**src/rtl/seg7_pkg.sv**
```systemverilog
// Shared constants for the stopwatch seven-segment scan driver.
// Contents: active-low segment codes {g,f,e,d,c,b,a}, the anode-off pattern,
// the digit-index-to-anode table, and the scan FSM state encoding.
package seg7_pkg;

  // Active-low segment patterns, bit order {g,f,e,d,c,b,a}
  localparam logic [6:0] SEG_0    = 7'b1000000;
  localparam logic [6:0] SEG_1    = 7'b1111001;
  localparam logic [6:0] SEG_2    = 7'b0100100;
  localparam logic [6:0] SEG_3    = 7'b0110000;
  localparam logic [6:0] SEG_4    = 7'b0011001;
  localparam logic [6:0] SEG_5    = 7'b0010010;
  localparam logic [6:0] SEG_6    = 7'b0000010;
  localparam logic [6:0] SEG_7    = 7'b1111000;
  localparam logic [6:0] SEG_8    = 7'b0000000;
  localparam logic [6:0] SEG_9    = 7'b0010000;
  localparam logic [6:0] SEG_DASH = 7'b0111111;
  localparam logic [6:0] SEG_OFF  = 7'b1111111;

  localparam logic [3:0] AN_OFF = 4'b1111;

  // Indexed by digit position: [3]=minutes (leftmost) .. [0]=tenths
  localparam logic [3:0][3:0] AN_TABLE = {4'b0111, 4'b1011, 4'b1101, 4'b1110};

  typedef enum logic {
    ST_BLANK  = 1'b0,
    ST_ACTIVE = 1'b1
  } state_t;

endpackage

```
**src/rtl/bcd_to_seg7.sv**
```systemverilog
// BCD digit to active-low seven-segment pattern; values above 9 show a dash.
// Ports: bcd (4-bit digit in), seg (7-bit {g,f,e,d,c,b,a}, active-low out).
// Purely combinational, no latency.
module bcd_to_seg7
  import seg7_pkg::*;
(
  input  logic [3:0] bcd,
  output logic [6:0] seg
);

  always_comb begin
    seg = SEG_DASH;
    case (bcd)
      4'd0: seg = SEG_0;
      4'd1: seg = SEG_1;
      4'd2: seg = SEG_2;
      4'd3: seg = SEG_3;
      4'd4: seg = SEG_4;
      4'd5: seg = SEG_5;
      4'd6: seg = SEG_6;
      4'd7: seg = SEG_7;
      4'd8: seg = SEG_8;
      4'd9: seg = SEG_9;
      default: seg = SEG_DASH;
    endcase
  end

endmodule

```
**src/rtl/seg7_scan_driver.sv**
```systemverilog
// Time-multiplexed M.SS.T driver for a 4-digit common-anode display.
// Ports: tick/clr (clock, sync active-high reset), min/secmsd/seclsd/ten (BCD digits),
// blank_lz (suppress a zero minute digit), an/seg/dp (active-low pins, registered, 1-cycle latency).
module seg7_scan_driver
  import seg7_pkg::*;
#(
  parameter int REFRESH_DIV  = 100000,
  parameter int BLANK_CYCLES = 1000
) (
  input  logic       tick,
  input  logic       clr,
  input  logic [3:0] min,
  input  logic [3:0] secmsd,
  input  logic [3:0] seclsd,
  input  logic [3:0] ten,
  input  logic       blank_lz,
  output logic [3:0] an,
  output logic [6:0] seg,
  output logic       dp
);

  localparam int CW = (REFRESH_DIV > 1) ? $clog2(REFRESH_DIV) : 1;
  localparam logic [CW-1:0] CNT_LAST = CW'(REFRESH_DIV - 1);
  localparam logic [CW-1:0] CNT_ACT  = CW'(BLANK_CYCLES - 1);

  state_t        state, state_nxt;
  logic [CW-1:0] cnt, cnt_nxt;
  logic [1:0]    idx, idx_nxt;

  logic [3:0] snap_min, snap_secmsd, snap_seclsd, snap_ten;
  logic       snap_blank_lz;

  logic       frame_start;
  logic [3:0] digit;
  logic [6:0] dec_seg;
  logic       lz_blank;
  logic [3:0] an_nxt;
  logic [6:0] seg_nxt;
  logic       dp_nxt;

  // Slot sequencing: idx steps down and wraps 0->3 on its own 2-bit width.
  always_comb begin
    state_nxt = state;
    cnt_nxt   = cnt + CW'(1);
    idx_nxt   = idx;
    if (cnt == CNT_LAST) begin
      cnt_nxt   = '0;
      idx_nxt   = idx - 2'd1;
      state_nxt = ST_BLANK;
    end else if (state == ST_BLANK && cnt == CNT_ACT) begin
      state_nxt = ST_ACTIVE;
    end
  end

  always_ff @(posedge tick) begin
    if (clr) begin
      state <= ST_BLANK;
      cnt   <= '0;
      idx   <= 2'd3;
    end else begin
      state <= state_nxt;
      cnt   <= cnt_nxt;
      idx   <= idx_nxt;
    end
  end

  // All four digits are captured together so a frame never mixes two counter values.
  assign frame_start = (state == ST_BLANK) && (idx == 2'd3) && (cnt == '0);

  always_ff @(posedge tick) begin
    if (clr) begin
      snap_min      <= '0;
      snap_secmsd   <= '0;
      snap_seclsd   <= '0;
      snap_ten      <= '0;
      snap_blank_lz <= 1'b0;
    end else if (frame_start) begin
      snap_min      <= min;
      snap_secmsd   <= secmsd;
      snap_seclsd   <= seclsd;
      snap_ten      <= ten;
      snap_blank_lz <= blank_lz;
    end
  end

  always_comb begin
    digit = snap_ten;
    case (idx)
      2'd3: digit = snap_min;
      2'd2: digit = snap_secmsd;
      2'd1: digit = snap_seclsd;
      default: digit = snap_ten;
    endcase
  end

  bcd_to_seg7 u_dec (
    .bcd(digit),
    .seg(dec_seg)
  );

  assign lz_blank = (idx == 2'd3) && snap_blank_lz && (snap_min == 4'd0);

  // Decimal points follow the minute and seconds-units digits (M.SS.T): idx 3 and 1.
  always_comb begin
    an_nxt  = AN_OFF;
    seg_nxt = SEG_OFF;
    dp_nxt  = 1'b1;
    if (state == ST_ACTIVE && !lz_blank) begin
      an_nxt  = AN_TABLE[idx];
      seg_nxt = dec_seg;
      dp_nxt  = ~idx[0];
    end
  end

  always_ff @(posedge tick) begin
    if (clr) begin
      an  <= AN_OFF;
      seg <= SEG_OFF;
      dp  <= 1'b1;
    end else begin
      an  <= an_nxt;
      seg <= seg_nxt;
      dp  <= dp_nxt;
    end
  end

endmodule

```
**config.mk**
```make
export PLATFORM = sky130hd
export DESIGN_NAME = seg7_scan_driver
export DESIGN_NICKNAME = d
export VERILOG_FILES = /design/src/rtl/seg7_pkg.sv /design/src/rtl/bcd_to_seg7.sv /design/src/rtl/seg7_scan_driver.sv
export SDC_FILE = /design/constraint.sdc
export NUM_CORES = 1
export LEC_CHECK = 0
export ABC_AREA = 1
export ABC_CLOCK_PERIOD_IN_PS = 3300
export CAP_MARGIN = 20
export CELL_PAD_IN_SITES_DETAIL_PLACEMENT = 1
export CELL_PAD_IN_SITES_GLOBAL_PLACEMENT = 1
export CORE_MARGIN = 2
export CORE_UTILIZATION = 42
export DETAILED_ROUTE_END_ITERATION = 16
export GPL_TIMING_DRIVEN = 0
export PLACE_DENSITY_LB_ADDON = 0.3
export REMOVE_ABC_BUFFERS = 1
export SLEW_MARGIN = 30
export SYNTH_ARGS = -nofsm -noshare
export SYNTH_HDL_FRONTEND = slang
export SYNTH_SLANG_ARGS = --single-unit
```
**constraint.sdc**
```tcl
create_clock -name tick -period 3.3 [get_ports tick]
set_input_delay 0.495 -clock tick [delete_from_list [all_inputs] [get_ports tick]]
set_output_delay 0.495 -clock tick [all_outputs]
set_load 0.02 [all_outputs]
```
After elaboration in Yosys (flattened, before gate mapping)
Memories as Yosys holds them, arrays and structs flattened. A register that Yosys moved wholly into a read port is not among the register bits.
Index checks and enable logic that the tools add are counted.
Storage, ports and cells
  word-level logic and storage cells: 36
  memories: 1
  input bits: 19
  RAM bits: 0
  latch bits: 0
  ROM bits: 112
  register bits: 42
Memories
  (no name shown): words 16, bits a word 7, rd ports 1, clocked after Yosys merged registers in 1, wr ports 0, line bcd_to_seg7.sv:13  | case (bcd)
Cells by class
  shift operators: 0
  add/subtract/negate cells: 2
  reduce and logical (&&, ||, !) cells: 11
  eq/ne operators: 5
  $lt $le $gt $ge: 1
  divide/modulo/power cells: 0
  bitwise operators: 3
  $mul: 0
  multiplexer cells: 3
Operators by type and width (number)
  $add A17 B1 Y17 const B: 1
  $eq A17 B10 Y1 const B: 1
  $eq A17 B17 Y1 const B: 1
  $logic_not A17 Y1: 1
  $pmux W4 S3: 1
  $bmux W4 S2: 1
  $logic_and A1 B1 Y1: 6
  $eq A2 B2 Y1 const B: 2
  $logic_not A4 Y1: 1
  $mux W4: 1
  $reduce_or A2 Y1: 2
  $lt A2 B3 Y1 const B: 1
  $not A1 Y1: 3
  $eq A2 B1 Y1 const B: 1
  $sub A2 B1 Y2 const B: 1
  $logic_not A1 Y1: 1

Logic depth before layout (Yosys ltp)
Gate-level depths: netlist (run 1).
  word-level depth: 7
  depth in mapped cells: 11
  gate-level depth less buffers: 11

Modules after synthesis
Synthesis (run 1) repeated with hierarchy kept, for this count alone.
Unflattened totals
  cell total of the unflattened synthesis: 378
  area, all modules: 2603.7 sq um
By module, submodules not included
  seg7_scan_driver: area an instance 2417.3 sq um, instances 1, cells each 343, sequential area each 980.9 sq um
  bcd_to_seg7: area an instance 186.4 sq um, instances 1, cells each 35, sequential area each 0.0 sq um

Worst setup path before layout (run 1)
No wires, ideal clock.
  path type: register to register
  start point: register idx[0]
  end point: register seg[3]
  cell stages (with the launch flop): 12
  required time: 3.241 ns
  clock period less this slack: 1.649 ns
  setup slack: 1.651 ns
  library setup time: 0.059 ns
  arrival time: 1.590 ns
  cells stage by stage: dfxtp_1 > inv_1 > ha_1 > inv_2 > nand2_1 > o21bai_1 > ha_1 > inv_1 > nand2_1 > nand2_1 > nand2_1 > nand2_1
Between the ends
  longest elaborated chain between the ends: 7
  elaborated cells between the ends (all ways): 10
RTL lines
  from (decl): line seg7_scan_driver.sv:28  | logic [1:0] idx, idx_nxt;
  from (signal assigned): line seg7_scan_driver.sv:63  | idx <= idx_nxt;
  $eq A2 B2 Y1: line seg7_scan_driver.sv:88, seg7_scan_driver.sv:101
  $logic_and A1 B1 Y1 (2 in series): line seg7_scan_driver.sv:101  | assign lz_blank = (idx == 2'd3) && snap_blank_lz && (snap_min == 4'd0);
  $logic_not A1 Y1: line seg7_scan_driver.sv:108  | if (state == ST_ACTIVE && !lz_blank) begin
  $logic_and A1 B1 Y1: line seg7_scan_driver.sv:108
  $not A1 Y1 (no source line)
  $reduce_or A2 Y1 (no source line)
  to (decl): line seg7_scan_driver.sv:18  | output logic [6:0] seg,
Several ways; a longest one is shown, not always the timed one.
A chain may end at the register's enable or synchronous reset.

Worst setup path after layout (run 1)
  start point: register idx[0]
  end point: register snap_seclsd[1]
Between the ends
  longest elaborated chain between the ends: 3
RTL lines
  $eq A2 B2 Y1: line seg7_scan_driver.sv:68  | assign frame_start = (state == ST_BLANK) && (idx == 2'd3) && (cnt == '0);
  $logic_and A1 B1 Y1 (2 in series): line seg7_scan_driver.sv:68
  to (signal assigned): line seg7_scan_driver.sv:80  | snap_seclsd <= seclsd;
  to (decl): line seg7_scan_driver.sv:30  | logic [3:0] snap_min, snap_secmsd, snap_seclsd, snap_ten;
No other way between the ends.

==> results.cfg, run 1 <==
[setup_path]
cp-end-kind = flip-flop
cp-start-kind = flip-flop
cp_max_fo = 34
crit_path_start = idx[0]$_SDFFE_PP1N_
crit_slowest_cell = nor2_4
reg2reg_from = idx[0]$_SDFFE_PP1N_
cp_slowest_stage_delay_ns = 0.61
r2r_slack_ns = 1.30
worstSetupEndpoint = snap_seclsd[1]$_SDFFE_PP0P_
worstPathRequired_ns = 3.50
critPathArrivalTime_ns = 2.19
reg2regPathDepth = 6
r2r_end = snap_seclsd[1]$_SDFFE_PP0P_
worst-setup-path-type = reg -> reg
crit_chain = ha_1, nand4_1, nor2_4, nand3_1, nand2_1, nor2_1

[pwr]
peakVddDrop_uv = 207
power.leakage_nw = 1.31
p_per_area_nw_per_um2 = 416
power.total_mw = 1.23

[drt]
wl_per_cell_um = 12.7
firstDrtPassIters = 4
drc_errors = 0
vias = 2330
ant_nets = 0
via_per_inst = 4.96
drt_wl_total_um = 5980
drt-initial-drc-count = 67

[cts]
cts_buffers = 5
cts.reportedPaths.clkPinSlew_ns = 0.09
cts.htree.levels = 2
cts_tree = built
clkLatencyLatePin_ns = 0.30
clock_sinks = 49
hold_buffers = 0
clk_path_buf_depth = 2
cts_setup_buffers = 0
cts.repair.resized = 0
clockRootBuffer = clkbuf_8

[yosys]
ys_ff_latch = 49
synth.avg_cell_area_sq_um = 6.85
synth_warnings = 0
ys_types = 26
netlist_area_sq_um = 2510
synth_cells = 367
ys_seq_area_frac = 0.390

[floorplanning]
core_sq_um = 5850
dieArea_sq_um = 6620
dieWidth_um = 81.4
die_y_um = 81.4
start_util = 0.430
ios = 31
rows = 28

[sta]
rsz0062_at_grt = false
slew_viol_final = 0
finClkSkew_ns = 0.00522
fmax_ghz = 0.501
final-hold-violation-count = 0
worstMarginPinSlew_ns = 0.754
post-route-min-period_ns = 2.00
setup_violations = 0
fin_crit_sh = 0.605
finalSetupTns_ns = 0
slew_headroom = 0.496
hold_ws_ns = 0.458

[layout]
nets = 424
multi_input_area_sq_um = 1290
seqCellArea_sq_um = 981
area_growth_pct = 17.5
fillCellCount = 752
stdcell_count = 470
drive_gt1_frac = 0.0658
antennaDiodeCount = 0

[place]
dp_cells = 463
place.gp.congestion = 0.870
place_hpwl_um = 4500
io_buffer_count = 30

[global_routing]
track_usage = 0.200
gr-total-overflow = 0
antenna_found_initial = 0
grt_max_degree = 35
grt_pass1_vias = 2243
grt_first_pass_wirelength_um = 10300

[flow_run]
maxCapViolCount = 0

[status]
status = finished, final reports clean

[min_path]
hold_class = reg -> reg
## per-stage QoR
step,instance area (sq um),utilization,setup slack [ns]
after global placement,2840,0.486,1.13
after floorplan,2450,-,1.65
after global routing,2950,0.505,1.05
after CTS,2950,0.505,1.26
after detailed placement,2850,0.487,1.10
final,2950,0.505,1.30
## cells in the mapped netlist
master	count	area (sq um)
o21bai_1	2	15.0
dfxtp_1	49	981
nand2_4	1	11.3
nor2_4	4	45.0
nand3b_1	2	15.0
or2_2	1	6.26
a21oi_2	1	8.76
a21oi_1	27	135
nand2_1	93	349
buf_1	2	7.51
o21ai_4	1	16.3
inv_1	47	176
buf_6	1	11.3
and3_1	1	6.26
nand2_2	5	31.3
nand4_1	8	50.1
buf_4	6	45.0
nand3_1	37	185
o21ai_1	1	5.00
nor2_1	51	191
o21ai_0	3	15.0
xor2_1	3	26.3
inv_2	3	11.3
nor2_2	3	18.8
nor3_1	5	25.0
ha_1	10	125
## flip-flops by register name, indices dropped and copies added, names as in the netlist, 2 cells and up
| register | flops |
|---|---|
| cnt | 17 |
| seg | 7 |
| an | 4 |
| snap_min | 4 |
| snap_seclsd | 4 |
| snap_secmsd | 4 |
| snap_ten | 4 |
| idx | 2 |
## layout by cell type, fill, tap and decap left out, drive strengths merged
master	netlist	routed
a21oi	28	28
and3	1	1
bufinv	0	1
clkbuf	0	5
clkdlybuf4s50	0	30
clkinv	0	1
dfxtp	49	49
ha	10	10
inv	50	50
nand2	99	99
nand3	37	37
nand3b	2	2
nand4	8	8
nor2	58	58
nor3	5	5
o21ai	5	5
o21bai	2	2
or2	1	1
xor2	3	3
## critical path: cells and delay by family (launching register included)
family | cells | cell delay, ns
adders and majority gates | 1 | 0.34
DFF | 1 | 0.41
and+or+nand+nor | 5 | 1.12
## routing by layer
metal  wire (um)  up-vias  part of all wire  GRT usage
met1        2630     1089              0.44      0.238
met2        3090       27              0.52      0.361
met5           0        -                 0          0
li1            -     1202                 -          -
met3         142       12             0.024     0.0322
met4         112        0             0.019     0.0712
## report_power, final
part | switching [mW] | internal, mW
Clock | 0.198 | 0.221
Sequential | 0.0190 | 0.620
Combinational | 0.101 | 0.0716
## cells by family after synthesis
group	Yosys count	synth area share
simple gates	211	0.372
buf+inv	59	0.100
flops	49	0.390
compound gates	35	0.0776
fa+ha+maj	10	0.0498
xor+xnor	3	0.0105
## worst min path at each step
stage,from,end,slack [ns],cells after the start
after floorplan,idx[0]$_SDFFE_PP1N_,dp$_SDFF_PP1_,0.41,1
after global placement,cnt[0]$_SDFF_PP0_,cnt[0]$_SDFF_PP0_,0.43,1
after detailed placement,cnt[0]$_SDFF_PP0_,cnt[0]$_SDFF_PP0_,0.44,1
after CTS,cnt[0]$_SDFF_PP0_,cnt[0]$_SDFF_PP0_,0.46,1
after global routing,cnt[0]$_SDFF_PP0_,cnt[0]$_SDFF_PP0_,0.48,1
final,cnt[0]$_SDFF_PP0_,cnt[0]$_SDFF_PP0_,0.46,1
## cell type report
type	instances	area share
multi-input combinational	259	0.436
sequential	49	0.332
clock inverter	2	0.0119
tap	75	0.0318
inverter	50	0.0636
timing repair buffer	30	0.102
clock buffer	5	0.0233
No activity file was read; power rests on OpenSTA's default activity.
==> inputs of run 2 (changes only) <==
--- a/config.mk
+++ b/config.mk
@@ -6,12 +6,12 @@
 export NUM_CORES = 1
 export LEC_CHECK = 0
 export ABC_AREA = 1
-export ABC_CLOCK_PERIOD_IN_PS = 3300
+export ABC_CLOCK_PERIOD_IN_PS = 2000
 export CAP_MARGIN = 20
 export CELL_PAD_IN_SITES_DETAIL_PLACEMENT = 1
 export CELL_PAD_IN_SITES_GLOBAL_PLACEMENT = 1
 export CORE_MARGIN = 2
-export CORE_UTILIZATION = 42
+export CORE_UTILIZATION = 39
 export DETAILED_ROUTE_END_ITERATION = 16
 export GPL_TIMING_DRIVEN = 0
 export PLACE_DENSITY_LB_ADDON = 0.3
==> constraint.sdc (replaced) <==
create_clock -name tick -period 2 [get_ports tick]
set_input_delay 0.3 -clock tick [delete_from_list [all_inputs] [get_ports tick]]
set_output_delay 0.3 -clock tick [all_outputs]
set_load 0.02 [all_outputs]
==> results.cfg, run 2 (synthesized netlist as in run 1, its figures left out) <==
[status]
status = finished, final reports clean

[cts]
cts.reportedPaths.clkPinSlew_ns = 0.10
cts.htree.levels = 2
cts_buffers = 5
clock_sinks = 49
clkLatencyLatePin_ns = 0.31
cts_tree = built
hold_buffers = 0
clockRootBuffer = clkbuf_8
clk_path_buf_depth = 2

[min_path]
whs_endpoint = dp$_SDFF_PP1_
hold_class = reg -> reg
hold_depth = 1
hold_start = idx[0]$_SDFFE_PP1N_

[sta]
slew_headroom = 0.509
final-hold-violation-count = 0
fmax_ghz = 0.559
finClkSkew_ns = 0.00933
worstMarginPinSlew_ns = 0.735
setup_violations = 0
rsz0062_at_grt = false
post-route-min-period_ns = 1.79
hold_ws_ns = 0.435
slew_viol_final = 0
finalSetupTns_ns = 0
setup_ws_ns = 0.210
fin_crit_sh = 0.895

[floorplanning]
rows = 29
start_util = 0.400
dieArea_sq_um = 7100
ios = 31
core_sq_um = 6280
dieWidth_um = 84.3
die_y_um = 84.3

[pwr]
clock_power_share = 0.386
p_per_area_nw_per_um2 = 713
power_frac_seq = 0.482
p_int_mw = 1.64
power.total_mw = 2.18
combPwrFrac = 0.131
peakVddDrop_uv = 308
power.leakage_nw = 1.35
power_switching_mw = 0.541
switching_share = 0.248

[layout]
largest_register = cnt
antennaDiodeCount = 0
area_growth_pct = 21.7
final_common_cell = nand2_1
largest_reg_flops = 17
drive_gt1_frac = 0.0973
nets = 429
fillCellCount = 814
mostFrequentLayoutCells = nand2_1 (93), nor2_1 (50), dfxtp_1 (48)
reg_top3 = cnt (17), seg (7)

[global_routing]
grt_max_degree = 35
track_usage = 0.190
gr-total-overflow = 0
antenna_found_initial = 0
grt_first_pass_wirelength_um = 10900
grt_pass1_vias = 2471

[drt]
firstDrtPassIters = 4
via_per_inst = 4.93
drc_errors = 0
wl_per_cell_um = 13.1
vias = 2355
drt-initial-drc-count = 88
drt_wl_total_um = 6270
ant_nets = 0

[setup_path]
cp-start-kind = flip-flop
cp_slowest_stage_delay_ns = 0.60
cpMostUsedCell = nor2_1
critPathArrivalTime_ns = 2.01
path_buf_inv = 0
cp.depth = 6
worst-setup-path-type = reg -> reg
crit_chain = nor2_1, nand4_1, nor2_4, nand3_1, nand2_1, nor2_1
r2r_slack_ns = 0.21
r2r_end = snap_min[0]$_SDFFE_PP0P_
crit_family = simple AND/OR/NAND/NOR gates
reg2regPathDepth = 6
reg2reg_from = cnt[6]$_SDFF_PP0_
cp_max_fo = 34
crit_slowest_cell = nor2_4
worstPathRequired_ns = 2.22
cp-end-kind = flip-flop

[flow_run]
maxCapViolCount = 0

[place]
place_hpwl_um = 4560
io_buffer_count = 30
preCtsSetupSlack_ns = -0.0658
place.gp.congestion = 0.867
## run 2: changes by cell type in the layout (fill, tap and decap cells not counted), sizes merged
cell    delta
nor2       +1
buf        +4
bufinv     +1
## run 2: power groups by stage
stage                     Clock (mW)  Combinational, mW  Sequential [mW]
after global routing           0.895              0.336             1.06
after CTS                      0.866              0.286             1.05
after floorplan                    0              0.198             1.07
final                          0.842              0.286             1.05
after detailed placement           0              0.285             1.07
after global placement             0              0.273             1.07
## run 2: worst max path at each step
stage,startpoint,end
floorplan,idx[0]$_SDFFE_PP1N_,seg[3]$_SDFF_PP1_
finish,cnt[6]$_SDFF_PP0_,snap_min[0]$_SDFFE_PP0P_
detailed placement,idx[0]$_SDFFE_PP1N_,snap_min[0]$_SDFFE_PP0P_
global route,cnt[0]$_SDFF_PP0_,snap_min[0]$_SDFFE_PP0P_
global placement,cnt[6]$_SDFF_PP0_,snap_min[1]$_SDFFE_PP0P_
CTS,idx[0]$_SDFFE_PP1N_,seg[3]$_SDFF_PP1_
## run 2: layout make-up
type | instances | area (sq um) | share of cell area
clock inverter | 3 | 65.1 | 0.0213
clock buffer | 5 | 68.8 | 0.0225
timing repair buffer | 34 | 343 | 0.112
tap | 77 | 96.3 | 0.0315
sequential | 49 | 982 | 0.321
multi-input combinational | 260 | 1320 | 0.430
inverter | 50 | 188 | 0.0614
## run 2: timing repair
action / in CTS / in global routing
pin swaps: 1 / 1
gates cloned: 1 / 0
setup endpoints to repair: 4 / 23
gates resized for setup: 1 / 7
buffers inserted: 1 / 3
## run 2: routing by layer
metal,part of all wire,GRT usage,up-vias
met4,0.015,0.0660,0
met2,0.53,0.369,22
li1,-,-,1214
met3,0.023,0.0324,8
met5,0,0,-
met1,0.43,0.203,1111
## run 2: metrics by stage
stage          cells  utilization  area (sq um)
6_report         478        0.487          3060
3_5_place_dp     465        0.454          2850
4_1_cts          475        0.481          3020
2_1_floorplan    358            -          2450
3_3_place_gp     465        0.453          2850
5_1_grt          478        0.487          3060
==> inputs of run 3 (changes only) <==
--- a/config.mk
+++ b/config.mk
@@ -6,12 +6,13 @@
 export NUM_CORES = 1
 export LEC_CHECK = 0
 export ABC_AREA = 1
-export ABC_CLOCK_PERIOD_IN_PS = 2000
+export ABC_CLOCK_PERIOD_IN_PS = 1880
 export CAP_MARGIN = 20
 export CELL_PAD_IN_SITES_DETAIL_PLACEMENT = 1
 export CELL_PAD_IN_SITES_GLOBAL_PLACEMENT = 1
 export CORE_MARGIN = 2
 export CORE_UTILIZATION = 39
+export CTS_CLUSTER_SIZE = 25
 export DETAILED_ROUTE_END_ITERATION = 16
 export GPL_TIMING_DRIVEN = 0
 export PLACE_DENSITY_LB_ADDON = 0.3
==> constraint.sdc (replaced) <==
create_clock -name tick -period 1.88 [get_ports tick]
set_input_delay 0.282 -clock tick [delete_from_list [all_inputs] [get_ports tick]]
set_output_delay 0.282 -clock tick [all_outputs]
set_load 0.02 [all_outputs]
==> results.cfg, run 3 (synthesized netlist as in run 1, its figures left out) <==
[layout]
largest_reg_flops = 17
fillCellCount = 808
nets = 432
post-route-util = 0.501
largest_register = cnt
area_growth_pct = 25.1
reg_top3 = cnt (17), seg (7)
drive_gt1_frac = 0.116
final_common_cell = nand2_1
finalInstanceArea_sq_um = 3140
mostFrequentLayoutCells = nand2_1 (92), nor2_1 (50), dfxtp_1 (47)
antennaDiodeCount = 0

[sta]
slew_headroom = 0.529
fmax_ghz = 0.568
rsz0062_at_grt = true
finClkSkew_ns = 0.00856
setup_violations = 0
slew_viol_final = 0
finalSetupTns_ns = 0
final-hold-violation-count = 0
post-route-min-period_ns = 1.76
worstMarginPinSlew_ns = 0.706
fin_crit_sh = 0.937
setup_ws_ns = 0.119

[drt]
ant_nets = 0
wl_per_cell_um = 13.8
drt_wl_total_um = 6660
drt-initial-drc-count = 84
vias = 2410
firstDrtPassIters = 4
drc_errors = 0
via_per_inst = 5.01

[pwr]
power.leakage_nw = 1.35
p_per_area_nw_per_um2 = 743
peakVddDrop_uv = 323

[cts]
clkLatencyLatePin_ns = 0.31
cts.htree.levels = 2
cts.reportedPaths.clkPinSlew_ns = 0.10
clk_path_buf_depth = 2
cts_buffers = 5
clock_sinks = 49
clockRootBuffer = clkbuf_8
cts_tree = built

[setup_path]
cp-start-kind = flip-flop
reg2regPathDepth = 11
worstPathRequired_ns = 2.09
worstSetupEndpoint = seg[3]$_SDFF_PP1_
crit_chain = clkinvlp_4, ha_4, inv_4, nor2_1, o21bai_2, ha_1, inv_1, nand2_1, nand2_1, nand2_1, nand2_1
crit_slowest_cell = dfxtp_4
cp-end-kind = flip-flop
cp_max_fo = 5
crit_path_start = idx[0]$_SDFFE_PP1N_
cpMostUsedCell = nand2_1
cp_slowest_stage_delay_ns = 0.39
worst-setup-path-type = reg -> reg
r2r_end = seg[3]$_SDFF_PP1_
r2r_slack_ns = 0.12
critPathArrivalTime_ns = 1.97
reg2reg_from = idx[0]$_SDFFE_PP1N_

[global_routing]
gr-total-overflow = 0
grt_max_degree = 35
grt_pass1_vias = 2482
grt_first_pass_wirelength_um = 10900
track_usage = 0.190
antenna_found_initial = 0

[min_path]
hold_class = reg -> reg

[place]
preCtsSetupSlack_ns = -0.186
place_area_sq_um = 2850
io_buffer_count = 30
place.gp.congestion = 0.867
place_hpwl_um = 4560

[flow_run]
maxCapViolCount = 0

[status]
status = finished, final reports clean

[floorplanning]
die_y_um = 84.3
core_sq_um = 6280
dieArea_sq_um = 7100
ios = 31
dieWidth_um = 84.3
start_util = 0.400
rows = 29
==> run 3: changes by cell type in the layout (fill, tap and decap cells not counted), sizes merged <==
cell / change
nor2: +1
buf: +1
clkinvlp: +2
inv: -1
==> run 3: repair_timing <==
item / 4_1_cts / 5_1_grt
resized for setup: 5 / 17
setup buffers: 4 / 1
pin swaps: 3 / 5
gates cloned: 1 / 2
endpoints found under the setup margin: 21 / 23
hold buffers: 0 / 0
==> run 3: where the power goes <==
group	switching, mW	internal [mW]
Sequential	0.0321	1.09
Clock	0.369	0.529
Combinational	0.190	0.131
Total	0.591	1.75
==> run 3: worst min path at each step <==
stage / start / end / depth (start not counted)
floorplan: idx[0]$_SDFFE_PP1N_ / dp$_SDFF_PP1_ / 1
global placement: cnt[0]$_SDFF_PP0_ / cnt[0]$_SDFF_PP0_ / 1
detailed placement: cnt[0]$_SDFF_PP0_ / cnt[0]$_SDFF_PP0_ / 1
CTS: cnt[0]$_SDFF_PP0_ / cnt[0]$_SDFF_PP0_ / 1
global route: idx[0]$_SDFFE_PP1N_ / dp$_SDFF_PP1_ / 1
finish: cnt[0]$_SDFF_PP0_ / cnt[0]$_SDFF_PP0_ / 1
==> run 3: cell type report <==
type	count	area, sq um	area share
Inverter	50	194	0.0617
Multi-Input combinational cell	261	1380	0.438
Timing Repair inverter	1	7.51	0.00239
Sequential cell	49	986	0.314
Clock inverter	3	65.1	0.0207
Timing Repair Buffer	35	350	0.111
Tap cell	77	96.3	0.0306
Clock buffer	5	68.8	0.0219
==> run 3: routing by layer <==
metal,global-route usage,vias up,share of wire
met5,0,-,0
met4,0.0674,0,0.014
met1,0.206,1150,0.42
met3,0.0324,8,0.023
li1,-,1222,-
met2,0.368,30,0.54
==> run 3: critical path: cells and delay by family (launching register included) <==
family          cells  cell delay [ns]
fa+ha+maj           2             0.52
buf+inv             3             0.27
flops               1             0.39
simple gates        5             0.26
compound gates      1             0.22
==> run 3: metrics by stage <==
step / hold WS [ns] / total power, mW / cells
after floorplan: 0.412 / 1.34 / 358
after global placement: 0.432 / 1.43 / 465
after detailed placement: 0.443 / 1.45 / 465
after CTS: 0.462 / 2.35 / 478
after global routing: 0.480 / 2.45 / 481
final: 0.453 / 2.34 / 481
